[src/rtl/down_timer_if.sv]
// ============================================================================
// Module      : down_timer_if
// Description : Control/status bundle between a controller (game FSM) and the
//               down_timer block. The controller drives load/start/pause/abort;
//               the timer returns count/busy/done/expired.
// Revision    : 1.0 - initial release
// ============================================================================
`default_nettype none

interface down_timer_if #(
  parameter int DATA_WIDTH = 8
) ();

  logic                  load;
  logic [DATA_WIDTH-1:0] load_value;
  logic                  start;
  logic                  pause;
  logic                  abort;
  logic [DATA_WIDTH-1:0] count;
  logic                  busy;
  logic                  done;
  logic                  expired;

  // Controller side
  modport master (
    output load, load_value, start, pause, abort,
    input  count, busy, done, expired
  );

  // Timer side
  modport slave (
    input  load, load_value, start, pause, abort,
    output count, busy, done, expired
  );

endinterface

`default_nettype wire

[src/rtl/down_timer.sv]
// ============================================================================
// Module      : down_timer
// Description : Loadable down-counting timer with start/pause/abort control,
//               a sticky done flag and a one-cycle expiry pulse. The count
//               decrements once every PRESCALE running cycles.
//               Optional feature macro: AUTO_RELOAD_EN - on expiry the count
//               is reloaded from the last accepted load value and the timer
//               keeps running instead of stopping.
// Revision    : 1.0 - initial release
// ============================================================================
`default_nettype none

module down_timer #(
  parameter int DATA_WIDTH = 8,
  parameter int PRESCALE   = 4
) (
  input  wire logic     clk,
  input  wire logic     rst_n,
  down_timer_if.slave   bus
);

  typedef enum logic [1:0] {
    S_IDLE    = 2'd0,
    S_RUN     = 2'd1,
    S_PAUSED  = 2'd2,
    S_EXPIRED = 2'd3
  } state_t;

  state_t                r_state;
  state_t                w_state_nxt;
  logic [DATA_WIDTH-1:0] r_count;
  logic [DATA_WIDTH-1:0] w_count_nxt;
  logic [DATA_WIDTH-1:0] w_eff_value;
  logic                  r_busy;
  logic                  r_done;
  logic                  r_expired;
  logic                  w_expired_nxt;
  logic                  w_presc_clr;
  logic                  w_presc_adv;
  logic                  w_tick;

`ifdef AUTO_RELOAD_EN
  logic [DATA_WIDTH-1:0] r_reload;

  // Remember the last accepted load value as the auto-reload period
  always_ff @(posedge clk or negedge rst_n) begin
    if (!rst_n) begin
      r_reload <= '0;
    end else if (!bus.abort && bus.load &&
                 (r_state == S_IDLE || r_state == S_EXPIRED)) begin
      r_reload <= bus.load_value;
    end
  end
`endif

  // Prescaler: w_tick marks the running cycle on which the count decrements
  generate
    if (PRESCALE > 1) begin : g_presc
      localparam int c_PRESC_W = $clog2(PRESCALE);
      logic [c_PRESC_W-1:0] r_presc;

      // Phase counter 0..PRESCALE-1, frozen unless the timer is advancing
      always_ff @(posedge clk or negedge rst_n) begin
        if (!rst_n) begin
          r_presc <= '0;
        end else if (w_presc_clr) begin
          r_presc <= '0;
        end else if (w_presc_adv) begin
          r_presc <= w_tick ? '0 : r_presc + 1'b1;
        end
      end

      assign w_tick = (r_presc == c_PRESC_W'(PRESCALE - 1));
    end else begin : g_no_presc
      logic w_unused_presc;
      assign w_unused_presc = w_presc_clr | w_presc_adv;
      assign w_tick         = 1'b1;
    end
  endgenerate

  // A start coinciding with a load uses the freshly loaded value
  assign w_eff_value = bus.load ? bus.load_value : r_count;

  // Next-state, next-count and expiry decisions in priority order
  always_comb begin
    w_state_nxt   = r_state;
    w_count_nxt   = r_count;
    w_expired_nxt = 1'b0;
    w_presc_clr   = 1'b0;
    w_presc_adv   = 1'b0;

    if (bus.abort) begin
      w_state_nxt = S_IDLE;
      w_count_nxt = '0;
      w_presc_clr = 1'b1;
    end else begin
      case (r_state)
        S_IDLE: begin
          if (bus.load) begin
            w_count_nxt = bus.load_value;
          end
          if (bus.start) begin
            if (w_eff_value != '0) begin
              w_state_nxt = S_RUN;
              w_presc_clr = 1'b1;
            end else begin
              w_state_nxt   = S_EXPIRED;
              w_expired_nxt = 1'b1;
            end
          end
        end

        S_EXPIRED: begin
          if (bus.load) begin
            w_count_nxt = bus.load_value;
            w_state_nxt = S_IDLE;
          end
        end

        // Leaving PAUSED counts as a running cycle so no time is lost
        S_RUN, S_PAUSED: begin
          if (bus.pause) begin
            w_state_nxt = S_PAUSED;
          end else begin
            w_state_nxt = S_RUN;
            w_presc_adv = 1'b1;
            if (w_tick) begin
              if (r_count <= DATA_WIDTH'(1)) begin
                w_expired_nxt = 1'b1;
`ifdef AUTO_RELOAD_EN
                if (r_reload != '0) begin
                  w_count_nxt = r_reload;
                end else begin
                  w_count_nxt = '0;
                  w_state_nxt = S_EXPIRED;
                end
`else
                w_count_nxt = '0;
                w_state_nxt = S_EXPIRED;
`endif
              end else begin
                w_count_nxt = r_count - 1'b1;
              end
            end
          end
        end

        default: begin
          w_state_nxt = S_IDLE;
        end
      endcase
    end
  end

  // State register
  always_ff @(posedge clk or negedge rst_n) begin
    if (!rst_n) begin
      r_state <= S_IDLE;
    end else begin
      r_state <= w_state_nxt;
    end
  end

  // Registered outputs, derived from the upcoming state so they align with it
  always_ff @(posedge clk or negedge rst_n) begin
    if (!rst_n) begin
      r_count   <= '0;
      r_busy    <= 1'b0;
      r_done    <= 1'b0;
      r_expired <= 1'b0;
    end else begin
      r_count   <= w_count_nxt;
      r_busy    <= (w_state_nxt == S_RUN) || (w_state_nxt == S_PAUSED);
      r_done    <= (w_state_nxt == S_EXPIRED);
      r_expired <= w_expired_nxt;
    end
  end

  assign bus.count   = r_count;
  assign bus.busy    = r_busy;
  assign bus.done    = r_done;
  assign bus.expired = r_expired;

endmodule

`default_nettype wire

[src/flat_wrapper.sv]
// flat-port wrapper written by rule: the top's interface ports become plain ports
module down_timer_flat 
#(
  parameter int DATA_WIDTH = 8,
  parameter int PRESCALE   = 4
)
  (clk, rst_n, bus_load, bus_load_value, bus_start, bus_pause, bus_abort, bus_count, bus_busy, bus_done, bus_expired);
  down_timer_if #(.DATA_WIDTH(DATA_WIDTH)) bus_i ();
  input  wire logic clk;
  input  wire logic rst_n;
  input wire logic [$bits(bus_i.load)-1:0] bus_load;
  input wire logic [$bits(bus_i.load_value)-1:0] bus_load_value;
  input wire logic [$bits(bus_i.start)-1:0] bus_start;
  input wire logic [$bits(bus_i.pause)-1:0] bus_pause;
  input wire logic [$bits(bus_i.abort)-1:0] bus_abort;
  output wire logic [$bits(bus_i.count)-1:0] bus_count;
  output wire logic [$bits(bus_i.busy)-1:0] bus_busy;
  output wire logic [$bits(bus_i.done)-1:0] bus_done;
  output wire logic [$bits(bus_i.expired)-1:0] bus_expired;
  assign bus_i.load = bus_load;
  assign bus_i.load_value = bus_load_value;
  assign bus_i.start = bus_start;
  assign bus_i.pause = bus_pause;
  assign bus_i.abort = bus_abort;
  assign bus_count = bus_i.count;
  assign bus_busy = bus_i.busy;
  assign bus_done = bus_i.done;
  assign bus_expired = bus_i.expired;
  down_timer #(.DATA_WIDTH(DATA_WIDTH), .PRESCALE(PRESCALE)) u_core (.clk(clk), .rst_n(rst_n), .bus(bus_i));
endmodule
[config.mk]
export PLATFORM = sky130hd
export DESIGN_NAME = down_timer_flat
export DESIGN_NICKNAME = d
export VERILOG_FILES = /design/src/rtl/down_timer_if.sv /design/src/rtl/down_timer.sv /design/src/flat_wrapper.sv
export SDC_FILE = /design/constraint.sdc
export NUM_CORES = 1
export LEC_CHECK = 0
export ABC_AREA = 1
export ABC_CLOCK_PERIOD_IN_PS = 1900
export CORE_MARGIN = 1
export CORE_UTILIZATION = 45
export DETAILED_ROUTE_END_ITERATION = 7
export GPL_ROUTABILITY_DRIVEN = 1
export PLACE_DENSITY = 0.72
export SLEW_MARGIN = 20
export SYNTH_ARGS = -nofsm -noshare
export SYNTH_HDL_FRONTEND = slang
export SYNTH_SLANG_ARGS = --single-unit
[constraint.sdc]
create_clock -name clk -period 1.9 [get_ports clk]
set_input_delay 0.38 -clock clk [delete_from_list [all_inputs] [get_ports clk]]
set_output_delay 0.38 -clock clk [all_outputs]
set_load 0.05 [all_outputs]
Yosys cells after proc, flatten, opt, wreduce, memory -nomap -nowiden
Index checks and enable logic that the tools add are counted.
- bits in registers: 15
- input port bits: 14
- output and inout bits: 11
- logic and storage cells: 56
- add/sub/neg operators: 2
- magnitude comparators: 1
- equality and inequality tests: 9
- multiplexer cells: 31
- reductions and logical operators: 7
- operators by type and width (operator ; count):
    $mux W8 ; 5
    $mux W2 ; 10
    $pmux W8 S2 ; 1
    $mux W1 ; 13
    $eq A2 B2 Y1 const B ; 5
    $le A8 B1 Y1 const B ; 1
    $reduce_bool A8 Y1 ; 1
    $sub A8 B1 Y8 const B ; 1
    $pmux W2 S3 ; 1
    $eq A2 B1 Y1 const B ; 2
    $reduce_or A2 Y1 ; 2
    $ne A3 B2 Y1 const B ; 1
    $ne A3 B3 Y1 const B ; 1
    $add A2 B1 Y2 const B ; 1
    $logic_not A2 Y1 ; 1
    $pmux W1 S2 ; 1
    $reduce_and A2 Y1 ; 1
    $reduce_bool A2 Y1 ; 1
    $logic_or A1 B1 Y1 ; 1

Longest topological paths before layout
- depth in word-level cells: 8
- depth in mapped cells: 11
- depth with buffers taken out: 11

Least setup slack after synthesis
Ideal clock, no wire load.
- path type: reg-to-reg
- start point: register u_core.r_count[0], in the netlist u_core.bus.count[0]
- end point: register u_core.r_busy, in the netlist u_core.bus.busy
- library setup time: 0.126 ns
- arrival: 1.818 ns
- data required time: 1.774 ns
- slack: -0.044 ns
- cell stages (with the launch flop): 12
- path buffers: 0
- clock period less this slack: 1.944 ns
- path through: dfrtp_1 -> inv_1 -> ha_1 -> nor2_1 -> nor2_1 -> nand3_1 -> nand2_1 -> nand2_1 -> nand2_1 -> nand2_1 -> nor2_2 -> ha_1
- word-level cells in the longest chain between the ends: 8
- elaborated cells between the ends (all ways): 13
- those cells by class: order compare (1); eq/ne (2); mux (8); reduce/logical (2)
- RTL lines (element ; line ; text):
    start, declared ; down_timer.sv:31 ; logic [DATA_WIDTH-1:0] r_count;
    start signal, assigned ; down_timer.sv:172 ; r_count <= w_count_nxt;
    $le A8 B1 Y1 or $mux W8 (tied branches) ; down_timer.sv:128, down_timer.sv:82 ;
    $mux W2 or $reduce_bool A8 Y1 (tied branches) ; down_timer.sv:128, down_timer.sv:103 ;
    $mux W2, on equally long branches ; down_timer.sv:127, down_timer.sv:103 ;
    $mux W2, on equally long branches ; down_timer.sv:122, down_timer.sv:102 ;
    $pmux W2 S3 (*) ; down_timer.sv:97 ; case (r_state)
    $mux W2 (*) ; down_timer.sv:92 ; if (bus.abort) begin
    via u_core.w_state_nxt[1] ; down_timer.sv:30 ; state_t w_state_nxt;
    $eq A2 B1 Y1 or $eq A2 B2 Y1 (tied branches) ; down_timer.sv:173 ; r_busy <= (w_state_nxt == S_RUN) || (w_state_nxt == S_PAUSED);
    $logic_or A1 B1 Y1 (*) ; down_timer.sv:173 ;
    end signal, assigned ; down_timer.sv:173 ;
    end, declared ; down_timer.sv:34 ; logic r_busy;
Mark *: on every way through the listed nets, which the timed path passes. The rest lies on a longest branch.
A chain may end at the register's enable or synchronous reset.

Worst setup path in the final report
- start point: register u_core.r_expired, in the netlist u_core.bus.expired
- end point: output port bus_expired
- RTL lines (element ; line ; text):
    start, declared ; down_timer.sv:36 ; logic r_expired;
    start signal, assigned ; down_timer.sv:175 ; r_expired <= w_expired_nxt;
    end, declared ; flat_wrapper.sv:19 ; output wire logic [$bits(bus_i.expired)-1:0] bus_expired;
No word-level cell between the ends.

==> summary.txt <==
Sequential area share after synthesis = 0.326
Worst endpoint data arrival time = 1.42 ns
I/O Buffers = 24
Area delta synth->final = 31.8%
WHS = 0.391 ns
Cell count after synthesis = 180
Vias in the first global route = 1180
DRT Pass-1 Iters = 4
Clock sink total = 15
Final setup TNS = 0 ns
Total grt overflow = 0
Total of max-cap violations = 0
CTS Root Cell = clkbuf_4
CP max stage cell = clkdlybuf4s50_1
Final setup viols = 0
Die area = 2760 µm²
Pleak = 0.847 nW
Synthesis Warnings = 0
Worst slew pin tran = 0.489 ns
Maximum buffer depth of the clock tree = 2
# rows = 17
Seq pwr share = 0.237
Die width = 52.6 µm
Psw = 1.10 mW
Synth Area per Inst = 6.39 µm²
Post-synth ARST share = 1.00
Clock latency on the worst-skew pair = 0.29 ns
Top cells by count, synth = nand2_1, inv_1, nor2_1
CP delay by family, top = buffers and inverters
Top cells by area, synth = dfrtp_1, nand2_1, inv_1, ha_1, nor2_1
Rel. slew slack = 0.673
Initial Utilization = 0.496
Worst path bufs/invs = 1
Most numerous cell in the Yosys netlist = nand2_1
Sw Share = 0.524
Period utilization = 0.947
Synth cell types = 24
Antenna violations before repair = 0
RSZ-0062 raised after global routing = false
TritonCTS clock tree = done
Critical Path End Type = output port
Clock power frac = 0.091
Crit path kind = register to output port
Total wire length = 2.93 mm
WL/cell = 11.9 µm
Status = finished, final reports clean
Vias per cell = 4.96
HP Class = primary input to asynchronous set/reset pin
Pwr Density = 1380 nW/µm²
Startpoint Class = register
Post-CTS Resized = 1
Core area = 2320 µm²
Peak VDD IR = 0.846 mV
Tot GR Track Use = 0.252
Design Power = 2.09 mW
Largest net degree at the start of global routing = 16
Inserted Diodes = 0
# DRC = 0
Crit path cell chain = clkdlybuf4s50_1
EDFF count, synth = 0
Antenna viol nets, final = 0
Clock transition at path regs = 0.10 ns
Nets = 239
DP HPWL = 2.23 mm
Worst EP required = 1.52 ns
Final min period = 1.80 ns
Setup Skew = 0.00348 ns
GPL Wtd Cong = 0.885
Syn Nets = 200
Area leader, netlist = dfrtp_1
Mapped cell area = 1150 µm²
Slowest stage delay, CP = 0.79 ns
Hold-fix buffers at CTS = 0
Reg2reg start = u_core.r_state[0]
Chip Height = 52.6 µm
Synth Flop Type = dfrtp_1
Post-CTS setup buffers = 0
Internal power = 0.995 mW
Vias = 1221
Ports = 25
FF+latch count, synth = 15
Final Slew Violations = 0
Post-synth top area share = 0.326
CP max FO = 1
Comb power frac = 0.672
Fill count = 217
FMAX = 556 MHz
1st-iter DRT viols = 41
First-pass GRT wire length = 5.05 mm
Worst setup path startpoint = u_core.bus.expired
Fin. Hold Viols = 0
H-tree Lvls = 1
Cts bufs inserted = 3
Share of cells above drive strength 1 = 0.161
-- routing by layer --
metal,wire length (µm),part of all wire,GRT usage
met3,199,0.068,0.0522
met1,1360,0.47,0.337
met4,17,0.0058,0.0526
met2,1340,0.46,0.416
met5,0,0,0
-- placed cells by master, fill, tap and decap left out --
| master | Yosys | layout |
|---|---|---|
| a21o_1 | 1 | 1 |
| a21oi_1 | 2 | 1 |
| a21oi_2 | 0 | 1 |
| a221oi_1 | 1 | 1 |
| buf_4 | 0 | 19 |
| buf_6 | 1 | 1 |
| clkbuf_4 | 1 | 3 |
| clkdlybuf4s50_1 | 0 | 16 |
| clkinv_2 | 0 | 1 |
| dfrtp_1 | 15 | 14 |
| dfrtp_2 | 0 | 1 |
| ha_1 | 6 | 6 |
| inv_1 | 28 | 28 |
| inv_8 | 1 | 1 |
| nand2_1 | 72 | 72 |
| nand2_2 | 1 | 1 |
| nand3_1 | 8 | 8 |
| nand4_1 | 2 | 2 |
| nor2_1 | 19 | 18 |
| nor2_2 | 3 | 4 |
| nor3_1 | 1 | 1 |
| o21ai_0 | 4 | 4 |
| o21ai_1 | 4 | 4 |
| o21ai_2 | 1 | 1 |
| o22ai_1 | 3 | 3 |
| o31ai_1 | 1 | 1 |
| or2_2 | 2 | 2 |
| xnor2_1 | 1 | 1 |
| xor2_1 | 2 | 2 |
-- flip-flops by register name, summed over array words and instances (netlist names) --
signal / count
u_core.r_state: 2
u_core.bus.done: 1
u_core.bus.expired: 1
u_core.bus.busy: 1
u_core.bus.count: 8
u_core.g_presc.r_presc: 2
-- power by group through the flow --
stage	sequential (mW)	clock, mW	combinational, mW
finish	0.495	0.190	1.41
global route	0.506	0.209	1.58
CTS	0.495	0.191	1.39
detailed placement	0.500	0	1.38
global placement	0.496	0	1.36
floorplan	0.684	0	0.780
-- stage by stage --
stage | std cells | instance area, µm² | util | setup slack [ns]
2_1_floorplan | 180 | 1150 | - | 0.0382
3_3_place_gp | 242 | 1480 | 0.637 | -0.136
3_5_place_dp | 242 | 1480 | 0.637 | -0.187
4_1_cts | 246 | 1510 | 0.651 | 0.0870
5_1_grt | 246 | 1520 | 0.654 | 0.0155
6_report | 246 | 1520 | 0.654 | 0.101
-- worst paths after layout --
path,end,slack [ns],cells after the start
min in group clk,u_core.bus.count[1],0.57,2
worst min-delay path,u_core.bus.count[4],0.39,2
worst max register to register,u_core.bus.busy,0.11,7
max in group asynchronous,u_core.bus.count[0],1.31,2
worst max-delay path,bus_expired,0.10,1
worst min register to register,u_core.bus.count[1],0.57,2
-- area by class of cell --
type / count / area [µm²] / share of cell area
clock inverters: 1 / 5.00 / 0.00330
multi-input cells: 134 / 646 / 0.426
flip-flops and latches: 15 / 377 / 0.249
well taps: 28 / 35.0 / 0.0231
inverters: 29 / 116 / 0.0768
clock buffers: 3 / 22.5 / 0.0149
repair buffers: 36 / 314 / 0.207
-- cells by family after synthesis --
| group | synth area share |
|---|---|
| buffers and inverters | 0.118 |
| XOR/XNOR | 0.0229 |
| AND/OR/NAND/NOR | 0.380 |
| adder cells (fa/ha/maj) | 0.0653 |
| AO/OA/AOI/OAI | 0.0882 |
| flip-flops | 0.326 |
(Power assumes the default switching activity.)
